### config.mk
export PLATFORM = sky130hd
export DESIGN_NAME = pipe_id_hazard
export DESIGN_NICKNAME = d
export VERILOG_FILES = /design/src/rtl/pipe_id_hazard_pkg.sv /design/src/rtl/pipe_id_hazard_sat_counter.sv /design/src/rtl/pipe_id_hazard.sv
export SDC_FILE = /design/constraint.sdc
export NUM_CORES = 1
export LEC_CHECK = 0
export CAP_MARGIN = 10
export CORE_AREA = 2 2 122 124
export CTS_CLUSTER_SIZE = 8
export DETAILED_ROUTE_END_ITERATION = 16
export DIE_AREA = 0 0 124 126
export MAX_ROUTING_LAYER = met4
export PLACE_DENSITY_LB_ADDON = 0.3
export SLEW_MARGIN = 0
export SYNTH_ARGS = -nofsm -noshare
export SYNTH_HDL_FRONTEND = slang
export SYNTH_SLANG_ARGS = --single-unit
### constraint.sdc
create_clock -name in_clk -period 7.65 [get_ports in_clk]
set_clock_uncertainty 0.05 [all_clocks]
set_input_delay 0.765 -clock in_clk [delete_from_list [all_inputs] [get_ports in_clk]]
set_output_delay 0.765 -clock in_clk [all_outputs]
set_load 0.05 [all_outputs]
### src/rtl/pipe_id_hazard_pkg.sv
// Shared types and constants for the ID-stage hazard unit: scoreboard entry
// layout, the hard-wired zero register and the counter saturation value.
package pipe_id_hazard_pkg;

    // Scoreboard addresses are stored zero-extended to a fixed width so the
    // entry type does not depend on the AW parameter of any one instance.
    localparam int SB_AW = 8;

    localparam logic [SB_AW-1:0] REG_ZERO = '0;
    localparam logic [31:0]      CNT_MAX  = 32'hFFFF_FFFF;

    typedef struct packed {
        logic             valid;
        logic [SB_AW-1:0] waddr;
        logic             is_load;
    } sb_entry_t;

    localparam sb_entry_t SB_BUBBLE = '{valid: 1'b0, waddr: REG_ZERO, is_load: 1'b0};

    function automatic logic entry_match(input sb_entry_t e, input logic rena,
                                         input logic [SB_AW-1:0] addr);
        return rena && (addr != REG_ZERO) && e.valid && (e.waddr == addr);
    endfunction

endpackage

### src/rtl/pipe_id_hazard_sat_counter.sv
// 32-bit event counter that sticks at its maximum value; cleared
// asynchronously by rst.
module sat_counter
    import pipe_id_hazard_pkg::*;
(
    input  logic        clk,
    input  logic        rst,
    input  logic        inc,
    output logic [31:0] count
);

    logic [31:0] cnt_q;
    logic [31:0] cnt_d;

    always_comb begin
        cnt_d = cnt_q;
        if (inc && (cnt_q != CNT_MAX)) begin
            cnt_d = cnt_q + 32'd1;
        end
    end

    always_ff @(posedge clk or posedge rst) begin
        if (rst) begin
            cnt_q <= '0;
        end else begin
            cnt_q <= cnt_d;
        end
    end

    assign count = cnt_q;

endmodule

### src/rtl/pipe_id_hazard.sv
// ID-stage data-hazard unit: tracks in-flight destination registers, forwards
// the youngest ready result to the operands and stalls IF/ID otherwise.
module pipe_id_hazard
    import pipe_id_hazard_pkg::*;
#(
    parameter int NSTAGE   = 3,
    parameter int DW       = 32,
    parameter int AW       = 5,
    parameter int LOAD_RDY = 1,
    parameter int FWD_EN   = 1
) (
    input  logic               in_clk,
    input  logic               in_rst,
    input  logic [AW-1:0]      in_rs_addr,
    input  logic [AW-1:0]      in_rt_addr,
    input  logic               in_rs_rena,
    input  logic               in_rt_rena,
    input  logic               in_issue_valid,
    input  logic [AW-1:0]      in_rd_waddr,
    input  logic               in_rd_wena,
    input  logic               in_rd_is_load,
    input  logic               in_flush,
    input  logic [DW-1:0]      in_rf_rs_data,
    input  logic [DW-1:0]      in_rf_rt_data,
    input  logic [NSTAGE*DW-1:0] in_stage_data,
    output logic [DW-1:0]      out_rs_data,
    output logic [DW-1:0]      out_rt_data,
    output logic               out_stall,
    output logic [31:0]        out_stall_cnt,
    output logic [31:0]        out_fwd_cnt
);

    sb_entry_t sb_q [NSTAGE];
    sb_entry_t sb_d [NSTAGE];

    logic [SB_AW-1:0] rs_addr_x;
    logic [SB_AW-1:0] rt_addr_x;
    logic [SB_AW-1:0] rd_addr_x;

    logic          rs_hit, rs_rdy, rt_hit, rt_rdy;
    logic [DW-1:0] rs_fdata, rt_fdata;
    logic          rs_fwd, rt_fwd;
    logic          stall_raw;
    logic          issue_ok;
    logic          fwd_evt;

    assign rs_addr_x = SB_AW'(in_rs_addr);
    assign rt_addr_x = SB_AW'(in_rt_addr);
    assign rd_addr_x = SB_AW'(in_rd_waddr);

    // Walk from the oldest stage to the youngest so the lowest matching k wins.
    always_comb begin
        rs_hit   = 1'b0;
        rs_rdy   = 1'b0;
        rs_fdata = '0;
        rt_hit   = 1'b0;
        rt_rdy   = 1'b0;
        rt_fdata = '0;
        for (int k = NSTAGE - 1; k >= 0; k--) begin
            if (entry_match(sb_q[k], in_rs_rena, rs_addr_x)) begin
                rs_hit   = 1'b1;
                rs_rdy   = !sb_q[k].is_load || (k >= LOAD_RDY);
                rs_fdata = in_stage_data[k*DW +: DW];
            end
            if (entry_match(sb_q[k], in_rt_rena, rt_addr_x)) begin
                rt_hit   = 1'b1;
                rt_rdy   = !sb_q[k].is_load || (k >= LOAD_RDY);
                rt_fdata = in_stage_data[k*DW +: DW];
            end
        end
    end

    always_comb begin
        if (FWD_EN != 0) begin
            stall_raw = (rs_hit && !rs_rdy) || (rt_hit && !rt_rdy);
            rs_fwd    = rs_hit && rs_rdy;
            rt_fwd    = rt_hit && rt_rdy;
        end else begin
            stall_raw = rs_hit || rt_hit;
            rs_fwd    = 1'b0;
            rt_fwd    = 1'b0;
        end
    end

    assign out_stall   = in_issue_valid && !in_flush && stall_raw;
    assign out_rs_data = rs_fwd ? rs_fdata : in_rf_rs_data;
    assign out_rt_data = rt_fwd ? rt_fdata : in_rf_rt_data;
    assign fwd_evt     = (rs_fwd || rt_fwd) && !out_stall;

    assign issue_ok = in_issue_valid && in_rd_wena && (rd_addr_x != REG_ZERO)
                      && !out_stall && !in_flush;

    // Downstream stages never stall: the scoreboard is a plain shift register.
    always_comb begin
        sb_d[0] = issue_ok ? '{valid: 1'b1, waddr: rd_addr_x, is_load: in_rd_is_load}
                           : SB_BUBBLE;
        for (int k = 1; k < NSTAGE; k++) begin
            sb_d[k] = sb_q[k-1];
        end
    end

    always_ff @(posedge in_clk or posedge in_rst) begin
        if (in_rst) begin
            for (int k = 0; k < NSTAGE; k++) begin
                sb_q[k] <= SB_BUBBLE;
            end
        end else begin
            for (int k = 0; k < NSTAGE; k++) begin
                sb_q[k] <= sb_d[k];
            end
        end
    end

    sat_counter u_stall_cnt (
        .clk   (in_clk),
        .rst   (in_rst),
        .inc   (out_stall),
        .count (out_stall_cnt)
    );

    sat_counter u_fwd_cnt (
        .clk   (in_clk),
        .rst   (in_rst),
        .inc   (fwd_evt),
        .count (out_fwd_cnt)
    );

endmodule

After elaboration in Yosys (flattened, before gate mapping)
Cells that the tools add are included.
W data, S select, Z words.

word-level totals
  flip-flop bits (word level) = 92
  latch bits = 0
  RAM bits = 0
  ROM bits = 0
  output and inout bits = 129
  memories kept = 0

cells by class
  $add $sub $neg = 2
  $mul = 0
  divide/modulo/power cells = 0
  order comparisons = 0
  equal/unequal tests = 8
  shift operators = 0
  multiplexer cells = 17
  bitwise gates (word level) = 0
  reduce and logical (&&, ||, !) cells = 37

operator list
  kind                     number
  $mux W32                 8
  $add A32 B1 Y32 const B  2
  $ne A32 B32 Y1 const B   2
  $eq A8 B5 Y1             6
  $logic_and A1 B1 Y1      27
  $reduce_bool A8 Y1       3
  $mux W10                 1
  $mux W1                  8
  $logic_not A1 Y1         5
  $logic_or A1 B1 Y1       2

Longest topological paths before layout
  word-level depth = 15
  gate-level depth with buffers = 10
  mapped depth without buffers = 7

By module
A second synthesis with hierarchy kept.

second synthesis, totals
  cells, all modules = 792
  area total of the unflattened synthesis = 6,909.1 um^2

by module, submodules not included
  module          times used  cells an instance  area each (um^2)  seq. area each (um^2)
  pipe_id_hazard  1           514                3,786.1           475.5
  sat_counter     2           139                1,561.5           800.8

Worst setup path before layout
OpenSTA, ideal clock, no wires.

  path type = input-to-output
  start = input port in_rt_addr[1]
  end = output port out_rt_data[13]
  arrival = 3.382 ns
  data required time = 6.835 ns
  slack = 3.453 ns
  cell stages on the path = 8
  buffers on the path = 1
  cell sequence = or4_4 > o211ai_1 > nor4_2 > nor3_2 > buf_2 > a221o_1 > o21ai_0 > o21ai_0

between the ends
  word-level cells in the longest chain between the ends = 9
  elaborated cells between the ends (all ways) = 20

RTL lines
  what                               RTL line                  source
  start: declaration                 pipe_id_hazard.sv:15      input logic [AW-1:0] in_rt_addr,
  $reduce_bool A8 Y1                 pipe_id_hazard_pkg.sv:22  return rena && (addr != REG_ZERO) && e.valid && (e.waddr == addr);
  $logic_and A1 B1 Y1 (3 in series)  pipe_id_hazard_pkg.sv:22
  $mux W1 (3 in series)              pipe_id_hazard.sv:65      if (entry_match(sb_q[k], in_rt_rena, rt_addr_x)) begin
  $logic_and A1 B1 Y1                pipe_id_hazard.sv:77      rt_fwd = rt_hit && rt_rdy;
  $mux W32 (*)                       pipe_id_hazard.sv:87      assign out_rt_data = rt_fwd ? rt_fdata : in_rf_rt_data;
  end: declaration                   pipe_id_hazard.sv:27      output logic [DW-1:0] out_rt_data,

Mark *: on every way between the ends. The rest lies on a longest branch, timed or not.

Worst setup path in the final report
  start = input port in_rs_addr[4]
  end = output port out_rs_data[6]

between the ends
  word-level cells in the longest chain between the ends = 9
  elaborated cells between the ends (all ways) = 20

RTL lines
  what                               RTL line                  source
  start: declaration                 pipe_id_hazard.sv:14      input logic [AW-1:0] in_rs_addr,
  $reduce_bool A8 Y1                 pipe_id_hazard_pkg.sv:22
  $logic_and A1 B1 Y1 (3 in series)  pipe_id_hazard_pkg.sv:22
  $mux W1 (3 in series)              pipe_id_hazard.sv:60      if (entry_match(sb_q[k], in_rs_rena, rs_addr_x)) begin
  $logic_and A1 B1 Y1                pipe_id_hazard.sv:76      rs_fwd = rs_hit && rs_rdy;
  $mux W32 (*)                       pipe_id_hazard.sv:86      assign out_rs_data = rs_fwd ? rs_fdata : in_rf_rs_data;
  end: declaration                   pipe_id_hazard.sv:26      output logic [DW-1:0] out_rs_data,

Marks and branches as above.

==> impl_metrics.ini <==
[global_routing]
track_usage_pct = 28.7
grt_pass1_vias = 6150
grt_pass1_wl_um = 33900
antenna_found_initial = 1
overflow = 0
grt_max_degree = 84

[critical_path]
worst_path_largest_cell_delay_ns = 0.92
crit_required_ns = 6.84
cp-start-kind = input pin
crit_slowest_cell = or3_2
path_max_fanout = 64
regToRegSetupSlack_ns = 4.38
path_cells = clkdlybuf4s50_1 -> xnor2_1 -> nand4_1 -> or2_2 -> nor2_1 -> or3_2 -> o31ai_1 -> clkdlybuf4s50_1
criticalPathCategory = input pin to output port
r2r-start = sb_d[15]
rr_worst_depth = 7
reg2reg_to = u_stall_cnt.count[15]
cp_common_cell = clkdlybuf4s50_1
critPathArrivalTime_ns = 4.74
worst_setup_path_end_kind = output port

[floorplanning]
initial_core_util_pct = 39.4
die_w_um = 124
num_rows = 44
coreArea_um2 = 14300
ioPinCount = 312
die_h_um = 126
fp.dieArea_um2 = 15600

[finish]
nets = 1141
syn2layout_area_growth_pct = 63.0
layout_common_cells = clkdlybuf4s50_1, dfrtp_1, nand2_1, nor2_1, o21ai_0
final_cell_count_no_fill = 1145
final_common_cell = clkdlybuf4s50_1
drive_gt1_share_pct = 3.96
utilization_pct = 64.3

[clock_network]
hold_buffers = 0
cts_resized = 0
clk_latency_ns = 0.33
cts_tree = yes
post-cts-setup-buffers = 0
clkSlewWorstSetupHoldPaths_ns = 0.06
cts_max_level = 3
cts.sinks = 83
clockBufferDepth = 2
root_buffer = clkbuf_16
cts_buffers = 9

[logic_synthesis]
synth_area_leaders = dfrtp_1, xnor2_1, xor2_1
syn_avg_cell_area_um2 = 8.43
ys_async_sr_fraction_pct = 100
ys_ff_latch = 83
synth_top_family_by_area = simple AND/OR/NAND/NOR gates
synth-xor-area-share_pct = 14.3
synthCells = 670
ys_seq_area_share_pct = 36.8
synth_top_area_share_pct = 36.8
synth_fa_ha_area_share_pct = 0.443
yosys_warnings = 0
synth_cell_types = 40
synth_top_cell_by_area = dfrtp_1
synth_nets = 855
synth_flop_cell = dfrtp_1
synth_edf_count = 0
synth_area_um2 = 5650
synth.mux.area_fraction_pct = 0.399
synth_compound_area_share_pct = 20.5
synth-simple-area-share_pct = 24.0

[detailed_routing]
drt_iter0_drc = 591
ant_nets = 0
vias = 6439
wire_per_inst_um = 19.9
drc = 0
first_pass_iters = 5
avgViaCountPerCell = 5.62
routed_wl_um = 22800

[min_path]
hold_path_depth = 0
min_from = sb_d[9]
hp-class = flop to flop
hold_end = sb_q[9]

[timing]
rsz0062_at_grt = no
slew_headroom_pct = 22.5
finalCritPeriodShare_pct = 72.6
finalMaxSlewViolations = 0
fin_tns_setup_ns = 0
worst_slew_pin_slew_ns = 1.16
setup_viol = 0
hold_viol = 0
min_period_ns = 5.55
fmax_mhz = 180

[power_and_ir_drop]
vdd_drop_max_mv = 0.131
power_mw = 1.18
p_leak_nw = 3.83
power_density_nw_per_um2 = 128

[place]
io_buffers = 311
dp_cells = 1129
gp_congestion = 0.965
hpwl_um = 16800

[status]
status = completed

[run]
drv_cap = 0
==> worst max path at each step <==
stage / start / slack [ns] / cells past startpoint / endpoint
after global routing: in_rs_addr[4] / 1.87 / 9 / out_rs_data[6]
after CTS: in_rs_addr[2] / 2.15 / 9 / out_rs_data[13]
after global placement: in_rt_addr[0] / 2.24 / 8 / out_rt_data[31]
after detailed placement: in_rs_addr[2] / 2.16 / 9 / out_rs_data[13]
final: in_rs_addr[4] / 2.10 / 8 / out_rs_data[6]
after floorplan: in_rt_addr[1] / 3.45 / 8 / out_rt_data[13]
==> kinds of logic after synthesis <==
| group | Yosys count |
|---|---|
| AO/OA/AOI/OAI | 169 |
| XOR/XNOR | 92 |
| adder cells (fa/ha/maj) | 2 |
| buffers and inverters | 49 |
| flip-flops | 83 |
| multiplexers | 2 |
| AND/OR/NAND/NOR | 273 |
==> metrics by stage <==
stage	instance area [um^2]	hold WS [ns]	setup slack, ns
detailed placement	8910	0.366	2.16
global route	9200	0.399	1.87
floorplan	5650	0.316	3.45
finish	9200	0.377	2.10
CTS	9200	0.378	2.15
global placement	8910	0.366	2.24
==> where the power goes <==
part | internal [mW] | switching [mW] | leakage, nW
combinational | 0.144 | 0.159 | 2.56
clock | 0.251 | 0.167 | 0.137
sequential | 0.446 | 0.00852 | 1.14
==> Yosys cell counts (5+ instances only) <==
master / instances
dfrtp_1: 83
nand2_1: 80
nor2_1: 63
o21ai_0: 57
xnor2_1: 54
xor2_1: 38
o31ai_1: 34
nand3_1: 33
a221o_1: 32
o22ai_1: 32
clkbuf_1: 31
nand4_1: 26
and3_1: 22
and2_1: 12
nor3_1: 10
o21ai_1: 9
buf_2: 8
inv_1: 6
and4_1: 5
==> worst max-delay path, delay by kind of cell <==
family / cells / cell delay, ns
buffers and inverters: 2 / 1.38
AND/OR/NAND/NOR: 4 / 1.88
AO/OA/AOI/OAI: 1 / 0.48
XOR/XNOR: 1 / 0.17
==> state kept, by name, indices dropped and copies added (netlist names) <==
register           cells
sb_q                   6
u_stall_cnt.count     32
u_fwd_cnt.count       32
sb_d                  13
==> area by class of cell <==
class | count | area (um^2)
Clock buffer | 9 | 225
Multi-Input combinational cell | 538 | 3410
Antenna cell | 1 | 2.50
Clock inverter | 6 | 67.6
Tap cell | 184 | 230
Timing Repair Buffer | 318 | 3170
Inverter | 6 | 23.8
Fill cell | 1192 | 5110
Sequential cell | 83 | 2080
==> metal layers <==
layer | GRT usage [%] | share of wire, % | up-vias
met1 | 34.8 | 40 | 3064
met3 | 6.34 | 8.6 | 48
met4 | 10.4 | 3.4 | 0
li1 | - | - | 3017
met5 | - | 0 | -
met2 | 46.8 | 48 | 310
Note: power is estimated with default switching activity, not from simulation.
